[config.mk]
export PLATFORM = sky130hd
export DESIGN_NAME = softmax_sub_ctrl
export DESIGN_NICKNAME = d
export VERILOG_FILES = /design/src/rtl/softmax_pkg.sv /design/src/rtl/fp32_gt.sv /design/src/rtl/softmax_sub_ctrl.sv
export SDC_FILE = /design/constraint.sdc
export NUM_CORES = 1
export LEC_CHECK = 0
export CAP_MARGIN = 20
export CORE_AREA = 3 3 178 180
export CTS_CLUSTER_SIZE = 20
export DETAILED_ROUTE_END_ITERATION = 10
export DIE_AREA = 0 0 181 183
export PLACE_DENSITY = 0.78
export SLEW_MARGIN = 40
export SYNTH_ARGS = -nofsm -noshare
export SYNTH_HDL_FRONTEND = slang
export SYNTH_SLANG_ARGS = --single-unit
[constraint.sdc]
create_clock -name clk -period 9.6 [get_ports clk]
set_input_delay 0.96 -clock clk [delete_from_list [all_inputs] [get_ports clk]]
set_output_delay 0.96 -clock clk [all_outputs]
set_load 0.03 [all_outputs]
[src/rtl/softmax_pkg.sv]
// Shared types and constants for the softmax subtractor sequencer.
// The optional clamp helper is used when SOFTMAX_SUB_CLAMP_EN is defined.
package softmax_pkg;

    typedef enum logic [1:0] {
        ST_IDLE,
        ST_LOAD,
        ST_SUB,
        ST_DONE
    } state_t;

    localparam int          N_CLASSES_DEF = 10;
    localparam logic [31:0] FP_NEG16      = 32'hC1800000;
    localparam logic [7:0]  FP_CLAMP_EXP  = 8'h83;

    // Negative differences of magnitude 16 or more saturate to -16.
    function automatic logic [31:0] clamp_diff(input logic [31:0] d);
        if (d[31] && (d[30:23] >= FP_CLAMP_EXP))
            return FP_NEG16;
        return d;
    endfunction

endpackage

[src/rtl/fp32_gt.sv]
// Combinational strict greater-than for FP32 values in sign-magnitude order.
// +0 and -0 compare equal; NaN/Inf are ordered by their raw bits.
module fp32_gt (
    input  logic [31:0] a,
    input  logic [31:0] b,
    output logic        gt
);

    always_comb begin
        // NOTE: assigning a default first keeps every path driven, so no latch is inferred.
        gt = 1'b0;
        if ((a[30:0] == 31'd0) && (b[30:0] == 31'd0))
            gt = 1'b0;
        else if (a[31] != b[31])
            gt = ~a[31];
        else if (!a[31])
            gt = (a[30:0] > b[30:0]);
        else
            gt = (a[30:0] < b[30:0]);
    end

endmodule

[src/rtl/softmax_sub_ctrl.sv]
// Loads a vector of FP32 logits, tracks the running maximum, then streams x[i]-max
// through the external subtractor. Optional saturation: define SOFTMAX_SUB_CLAMP_EN.
module softmax_sub_ctrl
    import softmax_pkg::*;
#(
    parameter int N_CLASSES = N_CLASSES_DEF,
    parameter int IDX_W     = 4
) (
    input  logic             clk,
    input  logic             rst_n,
    input  logic             start,
    input  logic             in_valid,
    input  logic [31:0]      in_data,
    output logic             in_ready,
    output logic [31:0]      sub_a,
    output logic [31:0]      sub_b,
    input  logic [31:0]      sub_res,
    output logic             out_valid,
    output logic [31:0]      out_data,
    output logic [IDX_W-1:0] out_idx,
    input  logic             out_ready,
    output logic [31:0]      max_out,
    output logic             busy,
    output logic             done
);

    localparam logic [IDX_W-1:0] LAST_IDX = IDX_W'(N_CLASSES - 1);

    state_t           state, state_nxt;
    logic [IDX_W-1:0] cnt;
    logic [31:0]      buf_mem [N_CLASSES];
    logic [31:0]      max_q;
    logic             issued_all;
    logic             in_gt_max;
    logic             load_beat, last_beat;
    logic             capture, final_accept;
    logic [31:0]      diff;

    fp32_gt u_gt (
        .a  (in_data),
        .b  (max_q),
        .gt (in_gt_max)
    );

    assign in_ready     = (state == ST_LOAD);
    assign busy         = (state != ST_IDLE);
    assign done         = (state == ST_DONE);
    assign max_out      = max_q;

    assign load_beat    = in_valid & in_ready;
    assign last_beat    = load_beat && (cnt == LAST_IDX);
    assign capture      = (state == ST_SUB) && !issued_all && (!out_valid || out_ready);
    assign final_accept = (state == ST_SUB) && issued_all && out_valid && out_ready;

    assign sub_a = (state == ST_SUB) ? buf_mem[cnt] : 32'd0;
    assign sub_b = (state == ST_SUB) ? max_q        : 32'd0;

`ifdef SOFTMAX_SUB_CLAMP_EN
    assign diff = clamp_diff(sub_res);
`else
    assign diff = sub_res;
`endif

    always_ff @(posedge clk or negedge rst_n) begin
        // NOTE: sequential state uses non-blocking assignments so every register samples pre-edge values.
        if (!rst_n)
            state <= ST_IDLE;
        else
            state <= state_nxt;
    end

    always_comb begin
        state_nxt = state;
        unique case (state)
            ST_IDLE: if (start)        state_nxt = ST_LOAD;
            ST_LOAD: if (last_beat)    state_nxt = ST_SUB;
            ST_SUB:  if (final_accept) state_nxt = ST_DONE;
            ST_DONE:                   state_nxt = ST_IDLE;
            default:                   state_nxt = ST_IDLE;
        endcase
    end

    // Element store: written only during LOAD, read back during SUB.
    always_ff @(posedge clk) begin
        // NOTE: the element buffer is deliberately not reset; every entry is written before it is read.
        if (load_beat)
            buf_mem[cnt] <= in_data;
    end

    always_ff @(posedge clk or negedge rst_n) begin
        if (!rst_n) begin
            cnt        <= '0;
            issued_all <= 1'b0;
            max_q      <= 32'd0;
        end else begin
            if ((state == ST_IDLE) && start) begin
                cnt        <= '0;
                issued_all <= 1'b0;
            end else if (load_beat) begin
                cnt <= last_beat ? '0 : cnt + IDX_W'(1);
            end else if (capture) begin
                // cnt parks on the last index so the operands stay in range.
                if (cnt == LAST_IDX)
                    issued_all <= 1'b1;
                else
                    cnt <= cnt + IDX_W'(1);
            end

            if (load_beat && ((cnt == '0) || in_gt_max))
                max_q <= in_data;
        end
    end

    always_ff @(posedge clk or negedge rst_n) begin
        if (!rst_n) begin
            out_valid <= 1'b0;
            out_data  <= 32'd0;
            out_idx   <= '0;
        end else if (capture) begin
            out_valid <= 1'b1;
            out_data  <= diff;
            out_idx   <= cnt;
        end else if (out_ready) begin
            out_valid <= 1'b0;
        end
    end

endmodule

# Yosys cells after proc, flatten, opt, wreduce, memory -nomap -nowiden
# Memory sizes are Yosys's and may differ from the RTL's.
# Cells that the tools add are included.
# word_totals
memories,1
in_bits,69
register_bits,76
ramBits,320
out_inout_bits,136
elab_cells,70
# op_classes
reduce_logical,25
muxes,22
order_cmp,2
add_sub_neg,1
bitwise,2
eq_ne,10
# memory_table
memory,words,word_bits,rd,rd_clocked_by_memory_dff,write_ports,line,rtl
buf_mem,10,32,1,0,1,softmax_sub_ctrl.sv:31,logic [31:0] buf_mem [N_CLASSES];
# op_table
op,count
32-bit 2-to-1 mux,2
31-bit logical NOT,2
31-bit > comparator,1
31-bit less-than comparator,1
4-bit 2-to-1 mux,5
1-bit 2-to-1 mux,11
1-bit logical AND,9
2-bit one-hot mux with 4 select lines,1
2-bit nonzero test,4
2-bit 2-to-1 mux,3
3-bit AND reduction,2
"4-bit by 1-bit adder with 4-bit output, second input constant",1
"2-bit == test, second input constant",2
"4-bit == test, second input constant",1
4-bit logical NOT,1
"2-bit by 1-bit != test with 1-bit output, second input constant",2
"2-bit != test, second input constant",2
"3-bit != test, second input constant",1
3-bit nonzero test,1
"2-bit by 1-bit == test with 1-bit output, second input constant",1
1-bit logical NOT,2
2-bit logical NOT,1
1-bit logical OR,2
2-bit AND reduction,1
3 further kinds,3

# Longest topological paths before layout
# depth
depth_word,6
ltp_mapped,11
ltp_nobuf,9

# Hierarchy
# Synthesis repeated with hierarchy kept, for this count alone.
# hier_totals
hier_cells,1036
hier_area_um2,16555.9
# modules_own_cells
module,n_inst,cells_each,area_each_um2,seq_area_each_um2
softmax_sub_ctrl,1,901,15608.7,11511.0
fp32_gt,1,135,947.2,0.0

# Worst setup path before layout
# No wires, ideal clock.
# synth_timing
path_type,flip-flop to flip-flop
from,reg cnt[1]
to,reg cnt[0]
arrival_ps,3238
stages_incl_launch_ff,11
path_buffers,3
setup_ps,125
path_slack_ps,6237
synth_period_minus_slack_ps,3363
t_required_ps,9475
cell_sequence,dfrtp_1 -> clkbuf_1 -> clkbuf_1 -> clkbuf_1 -> inv_1 -> ha_1 -> nand2_1 -> nor2_1 -> a21o_1 -> nor2_1 -> mux2_2
# synth_via
elab_chain_cells,5
word_cells_on_any_way,7
cone_classes,eq/ne: 2; mux: 3; reduce/logical: 2
# synth_lines
element,line,rtl
"start, declared",softmax_sub_ctrl.sv:30,logic [IDX_W-1:0] cnt;
"start signal, assigned",softmax_sub_ctrl.sv:100,cnt <= last_beat ? '0 : cnt + IDX_W'(1);
"start signal, assigned",softmax_sub_ctrl.sv:106,cnt <= cnt + IDX_W'(1);
4-bit == test *,"softmax_sub_ctrl.sv:51, softmax_sub_ctrl.sv:103",
1-bit logical AND,softmax_sub_ctrl.sv:51,assign last_beat = load_beat && (cnt == LAST_IDX);
4-bit 2-to-1 mux,softmax_sub_ctrl.sv:100,
4-bit 2-to-1 mux,softmax_sub_ctrl.sv:99,end else if (load_beat) begin
4-bit 2-to-1 mux,softmax_sub_ctrl.sv:96,if ((state == ST_IDLE) && start) begin
# Every way passes the cells marked *; elsewhere a longest branch is shown, timed or not.
# A chain may end at the register's enable or synchronous reset.

# Worst setup path in the final report
# layout_timing
from,reg cnt[1]
to,out sub_a[31]
# layout_via
elab_chain_cells,2
# layout_lines
element,line,rtl
memory read 10 x 32 bit,-,
32-bit 2-to-1 mux,softmax_sub_ctrl.sv:55,assign sub_a = (state == ST_SUB) ? buf_mem[cnt] : 32'd0;
"end, declared",softmax_sub_ctrl.sv:15,"output logic [31:0] sub_a,"
# No other way between the ends.

==> out/results.txt <==
Status: completed
Internal power: 4.22 mW
Clock sinks: 396
Post-CTS Setup Bufs: 0
Deepest clock path buffer count: 3
Crit-path cells: buf_4 -> mux4_2 -> mux2_2 -> o211a_1 -> clkdlybuf4s50_1
Antenna violations before repair: 1
Max_slew headroom: 44.4%
Crit-path max cell delay: 900 ps
Synth Flop Type: edfxtp_1
Max Clock Skew: 12.3 ps
Post-synth EDFFs: 320
LEAKAGE: 7.47 nW
Largest net degree at the start of global routing: 77
Reg power frac: 37.3%
Endpoints failing setup: 0
Die width: 181 um
Register bit count reported by yosys: 396
Clk root buf: clkbuf_16
Final wirelength: 38.8 mm
WL/cell: 24.7 um
Final setup TNS: 0 ps
Critical path endpoint category: output pin
Starting Density: 54.6%
Final net count: 1251
Crit path kind: reg2out
Grt total ovfl: 0
Final Slew Violations: 0
CTS tree: yes
Critical path launch point: cnt[1]
Global-route wire length before repair: 59.5 mm
CP Max Fanout: 40
Ant diodes: 0
Commonest non-fill, non-tap cell in the layout: edfxtp_1
First-pass DRT Iterations: 5
Via/cell ratio: 5.93
Unique cell type count in the Yosys netlist: 48
Chip height: 183 um
Clk Latency, worst-skew pair: 520 ps
Number of DRC markers in iteration 0: 909
FFs w/ async S/R, synth: 19.2%
ANT nets after route: 0
Share of cells above drive strength 1: 21.8%
Final Power: 6.46 mW
Fmax: 0.217 GHz
Commonest non-fill, non-tap cells in the layout: 320 x edfxtp_1, 203 x clkdlybuf4s50_1, 97 x mux2_2
Worst slack, placed: 4820 ps
Switch share: 34.7%
Synthesis Warnings: 0
CP Data Arrival Time: 3640 ps
Post-Syn Instances: 924
P&R area growth vs syn: 23.2%
Fin crit share: 47.9%
Clock power frac: 24.2%
Final hold vios: 0
Port Buf Inserts: 204
Die Area: 0.0331 mm2
Cell Area, Synth: 0.0166 mm2
Avg Cell Area, Syn: 17.9 um2
Hold-fix buffers at CTS: 0
Net Count, Synth: 1033
PostCTS Resize Cnt: 0
GP Congestion: 0.795
Min-delay worst type: in2async
I/O Pins: 205
Sequential cell area fraction in the yosys report: 69.4%
Pwr per Cell Area: 316 mW/mm2
Final routed DRC violation total: 0
Core area: 0.0303 mm2
Worst reg2reg startpoint: max_out[23]
VDD IR max: 0.256 mV
Logic gate share of total power: 38.5%
TritonCTS Buffers: 41
# H-tree levels: 2
Number of global-route vias before repair: 9856
Critical Path RT: 8640 ps
Clock transition at path regs: 60 ps
Final WS setup: 5000 ps
Worst setup SP type: flip-flop
Max Cap Viol: 0
Slew of the pin with the lowest slew margin: 834 ps
P_sw: 2.24 mW
CP max stage cell: dfrtp_2
DR vias: 9293
Minimum clock period: 4600 ps
Dpl hpwl: 24.0 mm
Total track usage: 23.6%
Row count: 64
RSZ-0062 raised after global routing: false
-- routing by layer --
metal	routed length (um)	vias up	track usage, %
met5	0	-	0
met4	954	0	6.58
met3	3810	66	6.23
met2	18300	452	38.3
met1	15600	4714	32.2
li1	-	4061	-
-- cell usage after synthesis (all sizes together) (2+ instances only) --
| cell type | count | area (um2) |
|---|---|---|
| edfxtp | 320 | 9610 |
| mux2 | 100 | 1140 |
| dfrtp | 76 | 1900 |
| mux4 | 64 | 1440 |
| nand2 | 42 | 158 |
| and2 | 41 | 257 |
| inv | 41 | 154 |
| ha | 40 | 500 |
| mux2i | 32 | 320 |
| o211a | 32 | 320 |
| clkbuf | 29 | 109 |
| nor4 | 17 | 113 |
| buf | 16 | 90.1 |
| a21oi | 14 | 70.1 |
| o21ai | 9 | 45.0 |
| nand4 | 8 | 50.1 |
| nand3 | 5 | 25.0 |
| nor2 | 5 | 18.8 |
| nor3 | 4 | 20.0 |
| a21o | 3 | 23.8 |
| a221oi | 2 | 17.5 |
| a41oi | 2 | 17.5 |
| nand2b | 2 | 12.5 |
| nor2b | 2 | 12.5 |
| o31ai | 2 | 28.8 |
-- state kept, by name (all words and copies together), names as in the netlist --
| signal | cells |
|---|---|
| cnt | 4 |
| buf_mem | 320 |
| out_valid | 1 |
| state | 2 |
| out_idx | 4 |
| max_out | 32 |
| issued_all | 1 |
| out_data | 32 |
-- final timing paths --
kind	end	slack [ps]	cells after the start
setup / recovery	sub_a[31]	5000	5
hold / removal	out_data[29]	450	1
setup reg to reg	max_out[23]	6120	10
hold reg to reg	out_data[3]	510	1
max in group asynchronous	cnt[2]	8540	1
min in group clk	out_data[3]	510	1
-- critical path, delay by kind of cell (launching register included) --
kind	cells	cell delay, ps
DFF	1	900
AOI/OAI and AO/OA	1	230
muxes	2	700
buffers and inverters	2	1240
-- cell type report --
class	count	area [um2]
clock buffers	55	1140
multi-input cells	442	4740
well taps	396	495
fillers	1988	9920
flip-flops and latches	396	11500
inverters	41	156
repair buffers	220	2180
clock inverters	18	195
-- power groups by stage --
stage	clock, mW	sequential (mW)	combinational [mW]
finish	1.56	2.41	2.48
global route	1.66	2.44	2.66
CTS	1.58	2.41	2.51
detailed placement	0	2.44	2.50
global placement	0	2.47	2.42
floorplan	0	2.55	1.44
-- per-stage QoR --
stage               std cells  util (%)  cell area, um2  hold WS (ps)
floorplan                 924         -           16600           507
global placement         1494      62.8           19100           489
finish                   1568      67.3           20400           451
global route             1568      67.3           20400           498
CTS                      1568      67.3           20400           508
detailed placement       1495      62.9           19100           495
-- cell families (layout without fill, tap and decap cells) --
logic type / Yosys count / in the layout / synth area share [%]
DFF: 396 / 396 / 69.4
muxes: 196 / 196 / 17.5
and+or+nand+nor: 132 / 132 / 4.27
buffers and inverters: 86 / 334 / 2.13
AOI/OAI and AO/OA: 73 / 73 / 3.63
adders and majority gates: 40 / 40 / 3.02
xor gates and xnor gates: 1 / 1 / 0.0528
Note: power is estimated with default switching activity, not from simulation.
